**config.mk**
```make
export PLATFORM = sky130hd
export DESIGN_NAME = learn_sequencer
export DESIGN_NICKNAME = d
export VERILOG_FILES = /design/src/rtl/learn_pkg.sv /design/src/rtl/learn_hold_timer.sv /design/src/rtl/learn_sequencer.sv
export SDC_FILE = /design/constraint.sdc
export NUM_CORES = 1
export LEC_CHECK = 0
export ABC_AREA = 1
export ABC_CLOCK_PERIOD_IN_PS = 1900
export CAP_MARGIN = 20
export CORE_MARGIN = 3
export CORE_UTILIZATION = 34
export CTS_CLUSTER_DIAMETER = 150
export DETAILED_ROUTE_END_ITERATION = 6
export HOLD_SLACK_MARGIN = 0.08
export PLACE_DENSITY = 0.55
export SLEW_MARGIN = 20
export SYNTH_ARGS = -nofsm -noshare
export SYNTH_HDL_FRONTEND = slang
export SYNTH_SLANG_ARGS = --single-unit
```
**constraint.sdc**
```tcl
create_clock -name clk -period 1.9 [get_ports clk]
set_input_delay 0.38 -clock clk [delete_from_list [all_inputs] [get_ports clk]]
set_output_delay 0.38 -clock clk [all_outputs]
set_load 0.005 [all_outputs]
```
**src/rtl/learn_pkg.sv**
```systemverilog
// Shared types and helpers for the learning-mode sequencer.
package learn_pkg;

  localparam int unsigned PITCH_W = 3;

  typedef enum logic [2:0] {
    IDLE,
    LEN,
    LENCAP,
    FETCH,
    LOAD,
    PLAY,
    ADV,
    DONE
  } learn_state_t;

  // Callers pass the key zero-extended to 32 bits; the result is the note field.
  function automatic logic [31:0] note_field(input logic [31:0] key);
    return key >> PITCH_W;
  endfunction

endpackage

```
**src/rtl/learn_hold_timer.sv**
```systemverilog
// Counts consecutive matching cycles and pulses hit once the stored duration is reached.
module learn_hold_timer
  import learn_pkg::*;
#(
  parameter int unsigned DUR_W = 32
) (
  input  logic             clk,
  input  logic             rst_n,
  input  logic             clr,
  input  logic             match,
  input  logic [DUR_W-1:0] dur,
  output logic             hit
);

  logic [DUR_W-1:0] hold_cnt_q, hold_cnt_d;

  assign hit = match && (hold_cnt_q == dur);

  always_comb begin
    hold_cnt_d = hold_cnt_q;
    if (clr || !match || hit) begin
      hold_cnt_d = '0;
    end else begin
      hold_cnt_d = hold_cnt_q + DUR_W'(1);
    end
  end

  always_ff @(posedge clk or negedge rst_n) begin
    if (!rst_n) begin
      hold_cnt_q <= '0;
    end else begin
      hold_cnt_q <= hold_cnt_d;
    end
  end

endmodule

```
**src/rtl/learn_sequencer.sv**
```systemverilog
// Learning-mode sequencer: walks a song from ROM and scores the player's key presses.
// Timed mode with miss counting is built only when LEARN_TIMED_EN is defined.
module learn_sequencer
  import learn_pkg::*;
#(
  parameter int unsigned NOTE_W  = 10,
  parameter int unsigned ADDR_W  = 7,
  parameter int unsigned DUR_W   = 32,
  parameter int unsigned SONG_W  = 2,
  parameter int unsigned TIMEOUT = 100_000_000
) (
  input  logic              clk,
  input  logic              rst_n,
  input  logic              start,
  input  logic [SONG_W-1:0] song_sel,
  input  logic              timed,
  input  logic [NOTE_W-1:0] key_in,
  output logic [SONG_W-1:0] rom_song,
  output logic [ADDR_W-1:0] rom_addr,
  input  logic [NOTE_W-1:0] rom_note,
  input  logic [DUR_W-1:0]  rom_dur,
  output logic [NOTE_W-1:0] led,
  output logic              busy,
  output logic              done,
  output logic [ADDR_W-1:0] note_idx,
  output logic [ADDR_W-1:0] hit_count,
  output logic [ADDR_W-1:0] miss_count
);

  learn_state_t      state_q, state_d;
  logic [SONG_W-1:0] rom_song_q, rom_song_d;
  logic [ADDR_W-1:0] rom_addr_q, rom_addr_d;
  logic [ADDR_W-1:0] len_q, len_d;
  logic [ADDR_W-1:0] note_idx_q, note_idx_d;
  logic [ADDR_W-1:0] hit_count_q, hit_count_d;
  logic [NOTE_W-1:0] exp_note_q, exp_note_d;
  logic [DUR_W-1:0]  exp_dur_q, exp_dur_d;
  logic [NOTE_W-1:0] led_q, led_d;
  logic              busy_q, busy_d;
  logic              done_q, done_d;
  logic              armed_q, armed_d;
  logic              start_ok;
  logic              match;
  logic              hit;
  logic              timeout;

  assign start_ok = start && ((state_q == IDLE) || (state_q == DONE));
  assign match    = (state_q == PLAY) && armed_q && (key_in == exp_note_q);

  learn_hold_timer #(
    .DUR_W(DUR_W)
  ) u_hold (
    .clk  (clk),
    .rst_n(rst_n),
    .clr  (state_q != PLAY),
    .match(match),
    .dur  (exp_dur_q),
    .hit  (hit)
  );

`ifdef LEARN_TIMED_EN
  localparam int unsigned WAIT_W = (TIMEOUT > 1) ? $clog2(TIMEOUT) : 1;
  localparam logic [WAIT_W-1:0] WAIT_LAST = WAIT_W'(TIMEOUT - 1);

  logic              timed_q, timed_d;
  logic [WAIT_W-1:0] wait_cnt_q, wait_cnt_d;
  logic [ADDR_W-1:0] miss_count_q, miss_count_d;

  assign timeout = timed_q && (state_q == PLAY) && (wait_cnt_q == WAIT_LAST);

  always_comb begin
    timed_d      = timed_q;
    wait_cnt_d   = wait_cnt_q;
    miss_count_d = miss_count_q;
    if (start_ok) begin
      timed_d      = timed;
      miss_count_d = '0;
    end
    if (!timed_q || (state_q != PLAY)) begin
      wait_cnt_d = '0;
    end else begin
      wait_cnt_d = wait_cnt_q + WAIT_W'(1);
    end
    // A hit landing on the final window cycle takes precedence over the miss.
    if (timeout && !hit) begin
      miss_count_d = miss_count_q + ADDR_W'(1);
    end
  end

  always_ff @(posedge clk or negedge rst_n) begin
    if (!rst_n) begin
      timed_q      <= 1'b0;
      wait_cnt_q   <= '0;
      miss_count_q <= '0;
    end else begin
      timed_q      <= timed_d;
      wait_cnt_q   <= wait_cnt_d;
      miss_count_q <= miss_count_d;
    end
  end

  assign miss_count = miss_count_q;
`else
  logic unused_cfg;
  assign unused_cfg = timed | (TIMEOUT == 0);
  assign timeout    = 1'b0;
  assign miss_count = '0;
`endif

  always_comb begin
    state_d     = state_q;
    rom_song_d  = rom_song_q;
    rom_addr_d  = rom_addr_q;
    len_d       = len_q;
    note_idx_d  = note_idx_q;
    hit_count_d = hit_count_q;
    exp_note_d  = exp_note_q;
    exp_dur_d   = exp_dur_q;
    armed_d     = armed_q;

    if (note_field(32'(key_in)) == '0) begin
      armed_d = 1'b1;
    end

    case (state_q)
      IDLE, DONE: begin
        if (start_ok) begin
          state_d     = LEN;
          rom_song_d  = song_sel;
          rom_addr_d  = '0;
          note_idx_d  = '0;
          hit_count_d = '0;
          armed_d     = 1'b1;
        end
      end
      LEN:    state_d = LENCAP;
      LENCAP: begin
        len_d = rom_note[ADDR_W-1:0];
        if (rom_note[ADDR_W-1:0] == '0) begin
          state_d = DONE;
        end else begin
          note_idx_d = ADDR_W'(1);
          rom_addr_d = ADDR_W'(1);
          state_d    = FETCH;
        end
      end
      FETCH:  state_d = LOAD;
      LOAD: begin
        exp_note_d = rom_note;
        exp_dur_d  = rom_dur;
        state_d    = PLAY;
      end
      PLAY: begin
        if (hit) begin
          hit_count_d = hit_count_q + ADDR_W'(1);
          armed_d     = 1'b0;
          state_d     = ADV;
        end else if (timeout) begin
          state_d = ADV;
        end
      end
      ADV: begin
        if (note_idx_q == len_q) begin
          state_d = DONE;
        end else begin
          note_idx_d = note_idx_q + ADDR_W'(1);
          rom_addr_d = note_idx_q + ADDR_W'(1);
          state_d    = FETCH;
        end
      end
      default: state_d = IDLE;
    endcase

    // Outputs are registered from the next state so they line up with it.
    led_d = '0;
    if (state_d == PLAY) begin
      led_d = (state_q == LOAD) ? rom_note : exp_note_q;
    end
    busy_d = (state_d != IDLE) && (state_d != DONE);
    done_d = (state_d == DONE);
  end

  always_ff @(posedge clk or negedge rst_n) begin
    if (!rst_n) begin
      state_q     <= IDLE;
      rom_song_q  <= '0;
      rom_addr_q  <= '0;
      len_q       <= '0;
      note_idx_q  <= '0;
      hit_count_q <= '0;
      exp_note_q  <= '0;
      exp_dur_q   <= '0;
      led_q       <= '0;
      busy_q      <= 1'b0;
      done_q      <= 1'b0;
      armed_q     <= 1'b1;
    end else begin
      state_q     <= state_d;
      rom_song_q  <= rom_song_d;
      rom_addr_q  <= rom_addr_d;
      len_q       <= len_d;
      note_idx_q  <= note_idx_d;
      hit_count_q <= hit_count_d;
      exp_note_q  <= exp_note_d;
      exp_dur_q   <= exp_dur_d;
      led_q       <= led_d;
      busy_q      <= busy_d;
      done_q      <= done_d;
      armed_q     <= armed_d;
    end
  end

  assign rom_song  = rom_song_q;
  assign rom_addr  = rom_addr_q;
  assign led       = led_q;
  assign busy      = busy_q;
  assign done      = done_q;
  assign note_idx  = note_idx_q;
  assign hit_count = hit_count_q;

endmodule

```
==> results.cfg, run 1 <==
[placement]
dp_hpwl_mm = 11.5
dpl-instance-area_sq_um = 7970
gp_routability_congestion = 0.782
port_buffer_count = 91

[yosys]
most_instantiated_library_cell_after_synthesis = sky130_fd_sc_hd__nand2_1
post_synth_num_cell_types = 38
synth-seq-cells = 113
synth_warnings = 0
synthCells = 865
synth.cell_area_sq_um = 6430
syn_area_per_cell_sq_um = 7.43
synth_area_leader_cell = sky130_fd_sc_hd__dfrtp_1
post_synth_most_frequent_cells = sky130_fd_sc_hd__nand2_1 (231), sky130_fd_sc_hd__nor2_1 (134), sky130_fd_sc_hd__inv_1 (130)
netlist_top_cells_area = sky130_fd_sc_hd__dfrtp_1 (44%), sky130_fd_sc_hd__nand2_1 (13%), sky130_fd_sc_hd__nor2_1 (7.8%)
share_of_flip_flops_with_an_asynchronous_set_or_reset_after_synthesis_pct = 100
synthDominantCellAreaShare_pct = 43.6
ys_dominant_reg_cell = sky130_fd_sc_hd__dfrtp_1
synth-edff-count = 0
synth_sequential_area_ratio_pct = 44.0

[setup_path]
worstPathMaxFanout = 6
cp.buffers_inverters = 1
critical_setup_path_class = reg -> out
worst_path_dominant_cell_family = buffers and inverters
critical_path.cell_chain = clkdlybuf4s50_1
worst-r2r-cell-count = 9
timing.critical_path.arrival_ps = 1440
critPathCaptureType = output port
critPathLaunchType = register
cpMaxStageDelayCell = sky130_fd_sc_hd__clkdlybuf4s50_1
critical_path.max_stage_delay_ps = 550
worst-path-stages = 1
timing.critical_path.required_ps = 1520

[clocking]
number_of_buffers_added_by_the_clock_tree_synthesis_step = 17
cts_max_path_buffers = 2
insertion_delay_ps = 410
numClockSinks = 113
htree_levels = 4
tritoncts_clock_tree = done
cts_root_buffer = sky130_fd_sc_hd__clkbuf_16
cts.clk_slew.worst_paths_ps = 60

[timing]
finalCriticalPeriod_ps = 1820
report.final.setup_viol = 0
final.setup.tns_ps = 0
hold_viol_final = 0
maxSlewViolCount = 0
unrepaired_setup_endpoints_after_global_routing = false
timing.final.crit_share_pct = 95.7
clock_tree_skew_after_final_layout_ps = 7.33
max_clock_freq_mhz = 550

[drt]
post_drt_wl_per_cell_um = 12.3
routed_via_density = 4.50
remaining_drc_errors = 0
dr.pass1.iters = 4
drtAntennaViolNets = 0
drt_first_iter_violations = 249
via_count = 5640
postRouteWirelength_mm = 15.5

[power]
power_frac_clock_pct = 33.3
vdd.ir_drop.worst_uv = 721
leakage_uw = 0.00418
switching_share_pct = 33.0
p_int_uw = 6710
power_density_nw_per_um2 = 1160
pwr-share-comb_pct = 32.6
p_sw_uw = 3310
power_frac_seq_pct = 34.0

[global_routing]
grt_max_degree = 56
grt_antenna_before_repair = 1
first_global_vias = 5617
grt_pass1_wl_mm = 26.6
grt_overflow_total = 0
grt_use_total_pct = 16.1

[floorplanning]
standard_cell_core_area_sq_um = 18300
core.rowCount = 49
die-area_sq_um = 20600
y_dimension_of_the_die_um = 143
dieWidth_um = 143
top_level_ports = 100
initial_standard_cell_utilization_of_the_core_pct = 35.2

[run]
drv.max_cap_violation_count = 0

[cells_and_area]
multi_input_area_sq_um = 2940
fin_area_sq_um = 8660
n_antenna_cell = 0
seq_area_sq_um = 2840
num-fill-cells = 1834
post_route_cells_drive_above_1_share_pct = 14.7
layout.nets = 1073
flow.area_growth_from_synthesis_pct = 34.8
final_core_util_pct = 47.4

[hold_path]
timing.hold.worst.class = in -> async

[outcome]
result_of_the_run = complete, no violations
==> cell type report <==
| cell class | count | area share, % |
|---|---|---|
| clock buffer | 21 | 5.43 |
| clock inverter | 11 | 1.76 |
| inverter | 135 | 5.85 |
| multi-input combinational | 592 | 34.0 |
| sequential | 113 | 32.8 |
| tap | 229 | 3.31 |
| timing repair buffer | 153 | 16.9 |
==> state kept, by name (all words and copies together) (netlist names) <==
signal	flops
exp_dur_q	32
led	10
busy	1
exp_note_q	10
hit_count	7
rom_song	2
u_hold.hold_cnt_q	32
note_idx	7
done	1
armed_q	1
state_q	3
len_q	7
==> stage by stage <==
stage	instances	worst slack [ps]	hold slack [ps]	total power, uW
2_1_floorplan	871	351	84.4	5530
3_3_place_gp	1220	-260	268	6720
3_5_place_dp	1220	-289	269	6760
4_1_cts	1253	11.5	363	10200
5_1_grt	1254	0.910	387	10800
6_report	1254	81.5	369	10000
==> logic make-up after synthesis <==
kind of cell | count (synthesis) | synth area share [%]
AOI/OAI and AO/OA | 61 | 5.04
muxes | 13 | 2.28
buffers and inverters | 166 | 11.1
DFF | 113 | 44.0
xor gates and xnor gates | 40 | 5.45
and+or+nand+nor | 468 | 31.5
other | 1 | 0.0583
adders and majority gates | 3 | 0.584
==> metal layers <==
| metal | global-route usage (%) | vias to the layer above | part of all wire [%] | routed length (um) |
|---|---|---|---|---|
| met5 | 0 | - | 0.084 | 13 |
| met3 | 5.09 | 11 | 4.9 | 765 |
| met2 | 26.0 | 105 | 47 | 7310 |
| met4 | 4.46 | 2 | 0.74 | 114 |
| li1 | - | 2951 | - | - |
| met1 | 20.9 | 2571 | 47 | 7280 |
==> placed cells by master, fill, tap and decap left out, types with 7 or more instances in the layout <==
master,netlist,routed
sky130_fd_sc_hd__buf_4,16,55
sky130_fd_sc_hd__nand3_1,30,29
sky130_fd_sc_hd__nand2_1,231,231
sky130_fd_sc_hd__buf_12,0,7
sky130_fd_sc_hd__a21oi_1,33,33
sky130_fd_sc_hd__dfrtp_1,112,105
sky130_fd_sc_hd__dfrtp_2,0,7
sky130_fd_sc_hd__nor3_1,20,20
sky130_fd_sc_hd__mux2_2,13,13
sky130_fd_sc_hd__nor2_1,134,129
sky130_fd_sc_hd__clkdlybuf4s50_1,0,89
sky130_fd_sc_hd__clkbuf_16,0,17
sky130_fd_sc_hd__xnor2_1,19,19
sky130_fd_sc_hd__nand4_1,21,21
sky130_fd_sc_hd__xor2_1,21,21
sky130_fd_sc_hd__conb_1,1,7
sky130_fd_sc_hd__inv_1,130,130
sky130_fd_sc_hd__nor2_2,6,11
sky130_fd_sc_hd__o21ai_0,18,18
==> final timing paths <==
kind | from | slack (ps) | to
max | note_idx[1]$_DFFE_PN0P_ | 80 | rom_addr[1]
min | rst_n | 370 | exp_dur_q[8]$_DFFE_PN0P_
max reg2reg | u_hold.hold_cnt_q[8]$_DFF_PN0_ | 180 | u_hold.hold_cnt_q[24]$_DFF_PN0_
min reg2reg | rom_song[1]$_DFFE_PN0P_ | 470 | rom_song[1]$_DFFE_PN0P_
max in group asynchronous | rst_n | 930 | note_idx[4]$_DFFE_PN0P_
min in group clk | key_in[8] | 370 | armed_q$_DFF_PN1_
==> power groups by stage <==
stage / combinational [uW] / clock, uW / sequential (uW)
2_1_floorplan: 2170 / 0 / 3360
3_3_place_gp: 3260 / 0 / 3460
3_5_place_dp: 3320 / 0 / 3440
4_1_cts: 3330 / 3410 / 3420
5_1_grt: 3790 / 3540 / 3490
6_report: 3270 / 3340 / 3410
==> repair_timing <==
action                                  CTS  global route
pin swaps                                 0             3
buffers inserted                          0             1
resized for setup                         1            14
hold buffers                              1             0
hold endpoints to repair                 13             0
endpoints found under the setup margin    2            37
Power figures use the tool's default switching activity.
==> inputs of run 2 (changes only) <==
SLEW_MARGIN = default   (was 20)
==> results of run 2 <==
Same layout as run 1: the final DEF is identical, and so are final timing and power.
